### src/rtl/mem_port_arbiter_pkg.sv
// Shared definitions for the memory-port arbiter: access sizes, FSM states
// and requester selection.
package mem_port_arbiter_pkg;

    typedef enum logic [1:0] {
        BYTE = 2'b00,
        HALF = 2'b01,
        WORD = 2'b10
    } mem_access_size_t;

    typedef enum logic [2:0] {
        IDLE,
        BUSY_IF,
        BUSY_D,
        RESP_IF,
        RESP_D
    } arb_state_t;

    typedef enum logic {
        ARB_SEL_IF,
        ARB_SEL_D
    } arb_sel_t;

endpackage

### src/rtl/mem_port_arbiter.sv
// Shares one memory port between instruction fetch and load/store. Data wins
// ties, but a saturating streak counter forces a fetch grant after MAX_DATA_STREAK.
module mem_port_arbiter
    import mem_port_arbiter_pkg::*;
#(
    parameter int ADDR_W          = 32,
    parameter int DATA_W          = 32,
    parameter int MAX_DATA_STREAK = 4
) (
    input  logic              clk_i,
    input  logic              reset_i,
    input  logic              if_req_i,
    input  logic [ADDR_W-1:0] if_addr_i,
    output logic              if_done_o,
    output logic [DATA_W-1:0] if_rd_data_o,
    input  logic              d_req_i,
    input  logic              d_we_i,
    input  logic [ADDR_W-1:0] d_addr_i,
    input  logic [DATA_W-1:0] d_wr_data_i,
    input  mem_access_size_t  d_size_i,
    output logic              d_done_o,
    output logic [DATA_W-1:0] d_rd_data_o,
    output logic              mem_req_o,
    output logic              mem_we_o,
    output logic [ADDR_W-1:0] mem_addr_o,
    output logic [DATA_W-1:0] mem_wr_data_o,
    output mem_access_size_t  mem_size_o,
    input  logic              mem_ack_i,
    input  logic [DATA_W-1:0] mem_rd_data_i
);

    localparam int STREAK_W = $clog2(MAX_DATA_STREAK + 1);
    localparam logic [STREAK_W-1:0] STREAK_MAX = STREAK_W'(MAX_DATA_STREAK);

    arb_state_t          state;
    arb_state_t          state_nxt;
    logic [STREAK_W-1:0] streak;
    logic                txn_we;
    logic [ADDR_W-1:0]   txn_addr;
    logic [DATA_W-1:0]   txn_wr_data;
    mem_access_size_t    txn_size;
    logic [DATA_W-1:0]   rd_data_q;
    logic                any_req;
    arb_sel_t            sel;

    // Data has priority unless fetch has already yielded MAX_DATA_STREAK times in a row.
    function automatic arb_sel_t pick(input logic if_req, input logic d_req,
                                      input logic [STREAK_W-1:0] streak_cnt);
        if (d_req && !(if_req && streak_cnt == STREAK_MAX))
            return ARB_SEL_D;
        return ARB_SEL_IF;
    endfunction

    assign any_req = if_req_i | d_req_i;
    assign sel     = pick(if_req_i, d_req_i, streak);

    always_ff @(posedge clk_i or posedge reset_i) begin
        if (reset_i)
            state <= IDLE;
        else
            state <= state_nxt;
    end

    always_comb begin
        state_nxt = state;
        case (state)
            IDLE:    if (any_req) state_nxt = (sel == ARB_SEL_D) ? BUSY_D : BUSY_IF;
            BUSY_IF: if (mem_ack_i) state_nxt = RESP_IF;
            BUSY_D:  if (mem_ack_i) state_nxt = RESP_D;
            RESP_IF: state_nxt = IDLE;
            RESP_D:  state_nxt = IDLE;
            default: state_nxt = IDLE;
        endcase
    end

    always_comb begin
        mem_req_o = 1'b0;
        if_done_o = 1'b0;
        d_done_o  = 1'b0;
        case (state)
            BUSY_IF, BUSY_D: mem_req_o = 1'b1;
            RESP_IF:         if_done_o = 1'b1;
            RESP_D:          d_done_o  = 1'b1;
            default:         ;
        endcase
    end

    // Transaction register, streak counter and captured read data.
    always_ff @(posedge clk_i or posedge reset_i) begin
        if (reset_i) begin
            streak      <= '0;
            txn_we      <= 1'b0;
            txn_addr    <= '0;
            txn_wr_data <= '0;
            txn_size    <= WORD;
            rd_data_q   <= '0;
        end else begin
            if (state == IDLE && any_req) begin
                if (sel == ARB_SEL_D) begin
                    txn_we      <= d_we_i;
                    txn_addr    <= d_addr_i;
                    txn_wr_data <= d_wr_data_i;
                    txn_size    <= d_size_i;
                    if (!if_req_i)
                        streak <= '0;
                    else if (streak != STREAK_MAX)
                        streak <= streak + 1'b1;
                end else begin
                    txn_we      <= 1'b0;
                    txn_addr    <= if_addr_i;
                    txn_wr_data <= '0;
                    txn_size    <= WORD;
                    streak      <= '0;
                end
            end
            if ((state == BUSY_IF || state == BUSY_D) && mem_ack_i)
                rd_data_q <= mem_rd_data_i;
        end
    end

    assign mem_we_o      = mem_req_o & txn_we;
    assign mem_addr_o    = txn_addr;
    assign mem_wr_data_o = txn_wr_data;
    assign mem_size_o    = txn_size;
    assign if_rd_data_o  = if_done_o ? rd_data_q : '0;
    assign d_rd_data_o   = d_done_o ? rd_data_q : '0;

endmodule

### config.mk
export PLATFORM = sky130hd
export DESIGN_NAME = mem_port_arbiter
export DESIGN_NICKNAME = d
export VERILOG_FILES = /design/src/rtl/mem_port_arbiter_pkg.sv /design/src/rtl/mem_port_arbiter.sv
export SDC_FILE = /design/constraint.sdc
export NUM_CORES = 1
export LEC_CHECK = 0
export CAP_MARGIN = 40
export CORE_MARGIN = 2
export CORE_UTILIZATION = 39
export CTS_CLUSTER_DIAMETER = 40
export CTS_CLUSTER_SIZE = 12
export DETAILED_ROUTE_END_ITERATION = 8
export PLACE_DENSITY = 0.81
export REMOVE_ABC_BUFFERS = 1
export SLEW_MARGIN = 20
export SYNTH_ARGS = -nofsm -noshare
export SYNTH_HDL_FRONTEND = slang
export SYNTH_SLANG_ARGS = --single-unit
export TNS_END_PERCENT = 50
### constraint.sdc
create_clock -name clk_i -period 5.8 [get_ports clk_i]
set_clock_uncertainty 0.1 [all_clocks]
set_input_delay 1.74 -clock clk_i [delete_from_list [all_inputs] [get_ports clk_i]]
set_output_delay 1.74 -clock clk_i [all_outputs]
set_load 0.02 [all_outputs]
==> flow_summary.json, run 1 <==
{
  "hold_class": "reg2reg",
  "yosysSeqAreaShare_pct": 54.6,
  "firstDrtPassIters": 5,
  "ctsResizeCount": 0,
  "synth-async-reset-ratio_pct": 100,
  "die_h_um": 115,
  "drv_cap": 0,
  "synth_area_sq_um": 4820,
  "synth_warnings": 0,
  "synth_seq_cells": 105,
  "cp_max_fo": 29,
  "h-tree-depth": 3,
  "timing.fmax_ghz": 0.243,
  "slew-limit-headroom_pct": 44.1,
  "rows": 40,
  "r2r_start": "state[0]$_DFFE_PP0P_",
  "synth_flop_cell": "dfrtp_1",
  "antenna_cells": 0,
  "tns_ps": 0,
  "critPathCaptureType": "output port",
  "worstMarginPinSlew_ps": 837,
  "critPathLaunchType": "register",
  "portBuffers": 269,
  "dp_hpwl_um": 11300,
  "cts_tree": "yes",
  "p_per_area_nw_per_um2": 496,
  "worstPathRequired_ps": 3960,
  "clk_latency_ps": 350,
  "rsz0062_at_grt": "no",
  "via_per_inst": 5.38,
  "dp.cells": 826,
  "wl_per_cell_um": 18.3,
  "peakVddDrop_mv": 0.309,
  "ant_nets": 0,
  "final_nets": 829,
  "timing.final.crit_share_pct": 70.9,
  "finalNonFillerCells": 842,
  "grt_max_degree": 58,
  "syn_to_final_growth_pct": 64.3,
  "wirelength_um": 15400,
  "postCtsSetupRepairBufs": 0,
  "synth_edf_count": 0,
  "p_leak_nw": 3.22,
  "crit_arrival_ps": 2270,
  "critPathKind": "reg2out",
  "startpoint": "state[2]$_DFFE_PP0P_",
  "grt_pass1_wl_um": 23300,
  "yosys.cell_types.count": 31,
  "drive_gt1_share_pct": 9.21,
  "cts_buffers": 9,
  "fp.dieW_um": 115,
  "vias": 4532,
  "cts-root-buf": "clkbuf_16",
  "core_sq_um": 12000,
  "min_period_ps": 4110,
  "cts_sinks": 105,
  "avgSynthCellArea_sq_um": 10.9,
  "overflow": 0,
  "finalHoldViolCount": 0,
  "place_congestion": 0.841,
  "cts_buffer_depth": 2,
  "setup_viol": 0,
  "ios": 270,
  "grt_pass1_vias": 4456,
  "status": "finished clean",
  "slew_viol_final": 0,
  "antenna_found_initial": 0,
  "grtUsageTotal_pct": 22.7,
  "path_clk_slew_ps": 70,
  "die_area_sq_um": 13300,
  "drc_errors": 0,
  "hold_buffers": 0,
  "initial_core_util_pct": 40.1,
  "drtIter0Drc": 264,
  "synth_cells": 443,
  "min_from": "txn_we$_DFFE_PP0P_"
}
==> worst max-delay path, stage by stage (launching register included) <==
cell and delay (ps):
dfrtp_1 490, and3b_1 420, buf_8 210, and2_1 190, clkdlybuf4s50_1 610
==> path summary, 6_finish.rpt <==
check / to / slack [ps] / depth (start not counted)
worst max-delay path: if_rd_data_o[1] / 1690 / 4
worst min-delay path: txn_we$_DFFE_PP0P_ / 400 / 1
worst max register to register: mem_wr_data_o[28]$_DFFE_PP0P_ / 3430 / 5
worst min register to register: txn_we$_DFFE_PP0P_ / 400 / 1
max in group asynchronous: rd_data_q[1]$_DFFE_PP0P_ / 2980 / 4
min in group asynchronous: mem_wr_data_o[23]$_DFFE_PP0P_ / 1600 / 2
==> routing by layer <==
metal / GRT usage [%] / vias to the layer above / part of all wire (%)
li1: - / 2085 / -
met1: 26.5 / 2187 / 39
met2: 38.9 / 230 / 50
met3: 7.64 / 30 / 9.1
met4: 8.35 / 0 / 2.3
met5: 0 / - / 0
==> cell type report <==
class	instances	area [sq um]
multi-input combinational	290	1980
tap	147	184
inverter	5	21.3
clock inverter	2	12.5
fill	935	4100
clock buffer	13	270
timing repair buffer	280	2810
sequential	105	2630
==> kinds of logic after synthesis <==
group / count (synthesis) / synth area share (%)
flip-flops: 105 / 54.6
multiplexers: 32 / 7.48
adder cells (fa/ha/maj): 2 / 0.519
AND/OR/NAND/NOR: 116 / 14.4
XOR/XNOR: 1 / 0.182
buffers and inverters: 48 / 4.52
AO/OA/AOI/OAI: 139 / 18.3
==> power breakdown <==
group | switching (mW) | internal (mW)
sequential | 0.239 | 1.08
combinational | 1.01 | 1.01
clock | 0.261 | 0.324
total | 1.51 | 2.42
==> sequential cells by signal, indices dropped and copies added, names as in the netlist <==
signal and count:
mem_addr_o 32, mem_size_o 2, mem_wr_data_o 32, rd_data_q 32, state 3, streak 3, txn_we 1
==> placed cells by master (no fill, tap or decap), drive strengths merged <==
cell,count
clkdlybuf4s50,269
dfrtp,104
and2,66
nand3,34
a22o,34
a31oi,33
mux2,32
o21ai,32
a21oi,32
clkbuf,13
buf,11
inv,5
nand2,4
o22ai,3
nor3b,3
nor2,2
ha,2
and3,2
xnor2,1
nor3,1
or2,1
and3b,1
o22a,1
nor4bb,1
nor2b,1
a211oi,1
a2111oi,1
a21boi,1
o21a,1
clkinv,1
clkinvlp,1
dfstp,1
==> synth_stat cells, types with 2 or more instances <==
cell type | number | share of area (%)
nand3_1 | 34 | 3.5
o22ai_1 | 3 | 0.39
mux2_2 | 32 | 7.5
o21ai_0 | 32 | 3.3
nand2_1 | 4 | 0.31
dfrtp_1 | 104 | 54
a21oi_1 | 32 | 3.3
ha_1 | 2 | 0.52
a22o_1 | 34 | 6.2
clkbuf_1 | 29 | 2.3
and3_1 | 2 | 0.26
nor3b_1 | 2 | 0.31
inv_1 | 5 | 0.39
buf_4 | 8 | 1.2
buf_2 | 6 | 0.62
nor2_1 | 2 | 0.16
and2_1 | 66 | 8.6
a31oi_1 | 33 | 4.3
==> metrics by stage <==
step / power (mW) / utilization (%) / instance area, sq um / setup WS [ps] / hold slack [ps]
after detailed placement: 3.35 / 63.4 / 7620 / 1700 / 381
after global placement: 3.26 / 62.9 / 7560 / 1710 / 374
after global routing: 4.15 / 65.9 / 7920 / 1580 / 408
after floorplan: 2.36 / - / 4620 / 1200 / 358
after CTS: 3.94 / 65.8 / 7900 / 1320 / 404
final: 3.93 / 65.9 / 7920 / 1690 / 395
Power figures use the tool's default switching activity.
==> inputs of run 2 (changes only) <==
==> constraint.sdc (replaced) <==
create_clock -name clk_i -period 3.86 [get_ports clk_i]
set_clock_uncertainty 0.1 [all_clocks]
set_input_delay 1.158 -clock clk_i [delete_from_list [all_inputs] [get_ports clk_i]]
set_output_delay 1.158 -clock clk_i [all_outputs]
set_load 0.02 [all_outputs]
==> run 2 against run 1 <==
Clock power rose by 73%. First-iteration DRC count fell by 3.4%. Final cell count rose by 0.12%. Critical path type unchanged. Critical endpoint is now d_rd_data_o[13]. Highest routed layer unchanged.
==> flow_summary.json, run 2 (synthesized netlist as in run 1, its figures left out) <==
{
  "fp.dieW_um": 115,
  "crit_arrival_ps": 2210,
  "via_per_inst": 5.38,
  "dp.cells": 828,
  "crit_slowest_cell": "clkdlybuf4s50_1",
  "die_h_um": 115,
  "final_nets": 830,
  "overflow": 0,
  "wl_per_cell_um": 18.3,
  "grt_pass1_wl_um": 23600,
  "core_sq_um": 12000,
  "hold_class": "reg2reg",
  "min_period_ps": 3470,
  "fin_ws_ps": 392,
  "finalPower_mw": 6.01,
  "peakVddDrop_mv": 0.383,
  "slew_viol_final": 0,
  "drc_errors": 0,
  "tns_ps": 0,
  "drive_gt1_share_pct": 9.48,
  "placed_cell_area_sq_um": 7610,
  "cp_slowest_stage_delay_ps": 610,
  "grt_max_degree": 48,
  "cts_tree": "yes",
  "cts_buffer_depth": 2,
  "finalNonFillerCells": 843,
  "timing.final.crit_share_pct": 89.8,
  "status": "finished clean",
  "h-tree-depth": 3,
  "antenna_cells": 0,
  "hold_buffers": 0,
  "critPathLaunchType": "register",
  "path_clk_slew_ps": 70,
  "slew-limit-headroom_pct": 46.1,
  "rsz0062_at_grt": "no",
  "dp_hpwl_um": 11300,
  "timing.fmax_ghz": 0.288,
  "firstDrtPassIters": 5,
  "cts_buffers": 9,
  "vias": 4538,
  "clk_latency_ps": 340,
  "rows": 40,
  "ios": 270,
  "drv_cap": 0,
  "fin_area_sq_um": 7940,
  "finalHoldViolCount": 0,
  "r2r_start": "state[0]$_DFFE_PP0P_",
  "postCtsSetupRepairBufs": 0,
  "grt_pass1_vias": 4508,
  "grtUsageTotal_pct": 22.8,
  "ant_nets": 0,
  "p_leak_nw": 3.24,
  "drtIter0Drc": 255,
  "syn_to_final_growth_pct": 64.9,
  "cp_num_buf_inv": 2,
  "ctsResizeCount": 0,
  "startpoint": "state[2]$_DFFE_PP0P_",
  "crit_family": "buffers and inverters",
  "p_per_area_nw_per_um2": 757,
  "critPathKind": "reg2out",
  "portBuffers": 269,
  "min_from": "txn_we$_DFFE_PP0P_",
  "wirelength_um": 15500,
  "crit_path_cell_trace": "nor3b_2, buf_4, and2_1, clkdlybuf4s50_1",
  "critPathCaptureType": "output port",
  "worstPathRequired_ps": 2600,
  "setup_viol": 0,
  "final_common_cell": "clkdlybuf4s50_1",
  "cts_sinks": 105,
  "initial_core_util_pct": 40.1,
  "mostFrequentLayoutCells": "clkdlybuf4s50_1 (269), dfrtp_1 (104), and2_1 (65), nand3_1 (34), a22o_1 (34)",
  "die_area_sq_um": 13300,
  "cts-root-buf": "clkbuf_16",
  "antenna_found_initial": 0,
  "cp_max_fo": 33,
  "place_ws_ps": 741,
  "place_congestion": 0.781,
  "worstMarginPinSlew_ps": 808
}
==> run 2: cell type report <==
type                       instances  area [sq um]
tap                              147           184
sequential                       105          2630
multi-input combinational        290          1980
inverter                           5          21.3
timing repair buffer             281          2800
clock buffer                      10           239
fill                             940          4070
clock inverter                     5          88.8
==> run 2: final timing paths <==
| check | cells past startpoint | end | slack (ps) |
|---|---|---|---|
| hold / removal | 1 | txn_we$_DFFE_PP0P_ | 400 |
| setup / recovery | 4 | d_rd_data_o[13] | 390 |
| setup reg to reg | 3 | mem_wr_data_o[25]$_DFFE_PP0P_ | 1500 |
| hold reg to reg | 1 | txn_we$_DFFE_PP0P_ | 400 |
| min in group asynchronous | 2 | mem_wr_data_o[27]$_DFFE_PP0P_ | 1100 |
| max in group asynchronous | 3 | mem_addr_o[18]$_DFFE_PP0P_ | 1870 |
==> run 2: worst register-to-register path, delay by kind of cell, from the launching register on <==
kind            cells  cell delay (ps)
simple gates        2             1420
compound gates      1              280
flops               1              490
==> run 2: metal layers <==
metal	part of all wire (%)	wire, um	vias up	track usage (%)
met5	0	0	-	0
met1	39	6010	2174	27.3
met2	50	7720	241	40.3
li1	-	-	2091	-
met4	2.7	416	0	8.84
met3	8.4	1310	32	4.64
==> run 2: power breakdown <==
part | switching [mW] | internal, mW
Clock | 0.417 | 0.590
Combinational | 1.51 | 1.51
Sequential | 0.354 | 1.63
Total | 2.28 | 3.73
==> run 2: metrics by stage <==
stage | hold WS [ps] | util, %
floorplan | 358 | -
global placement | 374 | 63.4
detailed placement | 381 | 63.4
CTS | 399 | 66.1
global route | 417 | 66.1
finish | 395 | 66.1
==> inputs of run 3 (changes only) <==
--- a/config.mk
+++ b/config.mk
@@ -7,11 +7,12 @@
 export LEC_CHECK = 0
 export CAP_MARGIN = 40
 export CORE_MARGIN = 2
-export CORE_UTILIZATION = 39
+export CORE_UTILIZATION = 40
+export CTS_BUF_LIST = sky130_fd_sc_hd__clkbuf_4
 export CTS_CLUSTER_DIAMETER = 40
 export CTS_CLUSTER_SIZE = 12
 export DETAILED_ROUTE_END_ITERATION = 8
-export PLACE_DENSITY = 0.81
+export PLACE_DENSITY = 0.83
 export REMOVE_ABC_BUFFERS = 1
 export SLEW_MARGIN = 20
 export SYNTH_ARGS = -nofsm -noshare
==> run 3 against run 2 <==
Register-to-register slack lost 180 ps. Sequential cell count is the same. Clock power shrank 45%. Utilization shrank 0.57 points. Final cell count grew 0.59%. First-iteration DRC count shrank 0.39%. Clock-buffer cell count shrank 1. Combinational power is essentially flat. Fmax shrank 5.8%.
==> flow_summary.json, run 3 (synthesized netlist as in run 1, its figures left out) <==
{
  "clk_latency_ps": 460,
  "hold_buffers": 0,
  "path_clk_slew_ps": 170,
  "cts_sinks": 105,
  "grt_max_degree": 36,
  "timing.final.crit_share_pct": 95.4,
  "tns_ps": 0,
  "min_period_ps": 3680,
  "multi_input_area_sq_um": 1980,
  "cts_buffers": 9,
  "crit_slowest_cell": "clkdlybuf4s50_1",
  "cp_max_fo": 33,
  "finalPower_mw": 5.57,
  "final_common_cell": "clkdlybuf4s50_1",
  "via_per_inst": 5.29,
  "crit_arrival_ps": 2420,
  "portBuffers": 269,
  "cp_slowest_stage_delay_ps": 630,
  "finalHoldViolCount": 0,
  "ctsResizeCount": 0,
  "antenna_cells": 0,
  "cp_num_buf_inv": 2,
  "grtUsageTotal_pct": 24.0,
  "critPathLaunchType": "register",
  "setup_viol": 0,
  "die_h_um": 114,
  "overflow": 0,
  "slew_viol_final": 0,
  "rows": 40,
  "fp.dieW_um": 114,
  "place_ws_ps": 691,
  "postCtsSetupRepairBufs": 0,
  "slew-limit-headroom_pct": 53.4,
  "antenna_found_initial": 0,
  "cts_buffer_depth": 2,
  "cts-root-buf": "clkbuf_4",
  "mostFrequentLayoutCells": "clkdlybuf4s50_1 (269), dfrtp_1 (104), and2_1 (66), nand3_1 (34), a22o_1 (34)",
  "drive_gt1_share_pct": 9.99,
  "vias": 4485,
  "hold_class": "reg2reg",
  "ff2ff_setup_slack_ps": 1320,
  "dp.cells": 831,
  "drc_errors": 0,
  "critPathCaptureType": "output port",
  "drv_cap": 0,
  "p_leak_nw": 3.17,
  "peakVddDrop_mv": 0.333,
  "grt_pass1_wl_um": 24000,
  "initial_core_util_pct": 40.6,
  "fin_util_pct": 65.5,
  "ios": 270,
  "firstDrtPassIters": 5,
  "critPathKind": "reg2out",
  "placed_cell_area_sq_um": 7620,
  "finalNonFillerCells": 848,
  "core_sq_um": 11900,
  "ant_nets": 0,
  "rsz0062_at_grt": "no",
  "worstMarginPinSlew_ps": 697,
  "crit_family": "buffers and inverters",
  "place_congestion": 0.827,
  "fill_cells": 936,
  "fin_ws_ps": 177,
  "grt_pass1_vias": 4445,
  "seq_area_sq_um": 2630,
  "status": "finished clean",
  "wirelength_um": 15800,
  "fin_area_sq_um": 7770,
  "h-tree-depth": 3,
  "drtIter0Drc": 254,
  "final_nets": 834,
  "timing.fmax_ghz": 0.272,
  "hold-worst-slack_ps": 415,
  "wl_per_cell_um": 18.7,
  "worstPathRequired_ps": 2600,
  "crit_path_cell_trace": "nor3b_2, buf_4, and2_1, clkdlybuf4s50_1",
  "die_area_sq_um": 12900,
  "syn_to_final_growth_pct": 61.4,
  "cts_tree": "yes",
  "dp_hpwl_um": 12100,
  "p_per_area_nw_per_um2": 716
}
run 3: cell types whose count changed in the layout (fill, tap and decap cells not counted), sizes merged:
cell,delta
clkinvlp,+1
inv,+2
clkbuf,-1
clkinv,+1
bufinv,-2
buf,+4
run 3: area by class of cell:
class / count / area share [%]
multi-input combinational: 290 / 25.5
clock inverter: 7 / 0.901
inverter: 5 / 0.274
clock buffer: 9 / 0.869
timing repair buffer: 285 / 36.3
sequential: 105 / 33.8
tap: 147 / 2.37
run 3: per-layer routing:
metal / vias up / track usage [%] / part of all wire [%]
met2: 218 / 41.4 / 51
met1: 2139 / 29.2 / 40
li1: 2096 / - / -
met4: 0 / 10.3 / 2.9
met5: - / 0 / 0
met3: 32 / 4.94 / 6.5
run 3: path summary, 6_finish.rpt:
| kind | start | end | cells past startpoint |
|---|---|---|---|
| worst max-delay path | state[2]$_DFFE_PP0P_ | d_rd_data_o[6] | 4 |
| worst min-delay path | txn_we$_DFFE_PP0P_ | txn_we$_DFFE_PP0P_ | 1 |
| worst max register to register | state[0]$_DFFE_PP0P_ | mem_addr_o[5]$_DFFE_PP0P_ | 4 |
| worst min register to register | txn_we$_DFFE_PP0P_ | txn_we$_DFFE_PP0P_ | 1 |
| max in group asynchronous | reset_i | mem_addr_o[13]$_DFFE_PP0P_ | 3 |
| min in group asynchronous | reset_i | mem_wr_data_o[21]$_DFFE_PP0P_ | 2 |
run 3: worst reg2reg max path, cell delays in order (launching register included):
cell	delay, ps
dfrtp_1	520
nor3_4	650
and2_1	670
buf_4	350
a31oi_1	130
run 3: power breakdown:
part	switching (mW)	internal (mW)
Sequential	0.354	1.62
Clock	0.404	0.149
Combinational	1.52	1.52
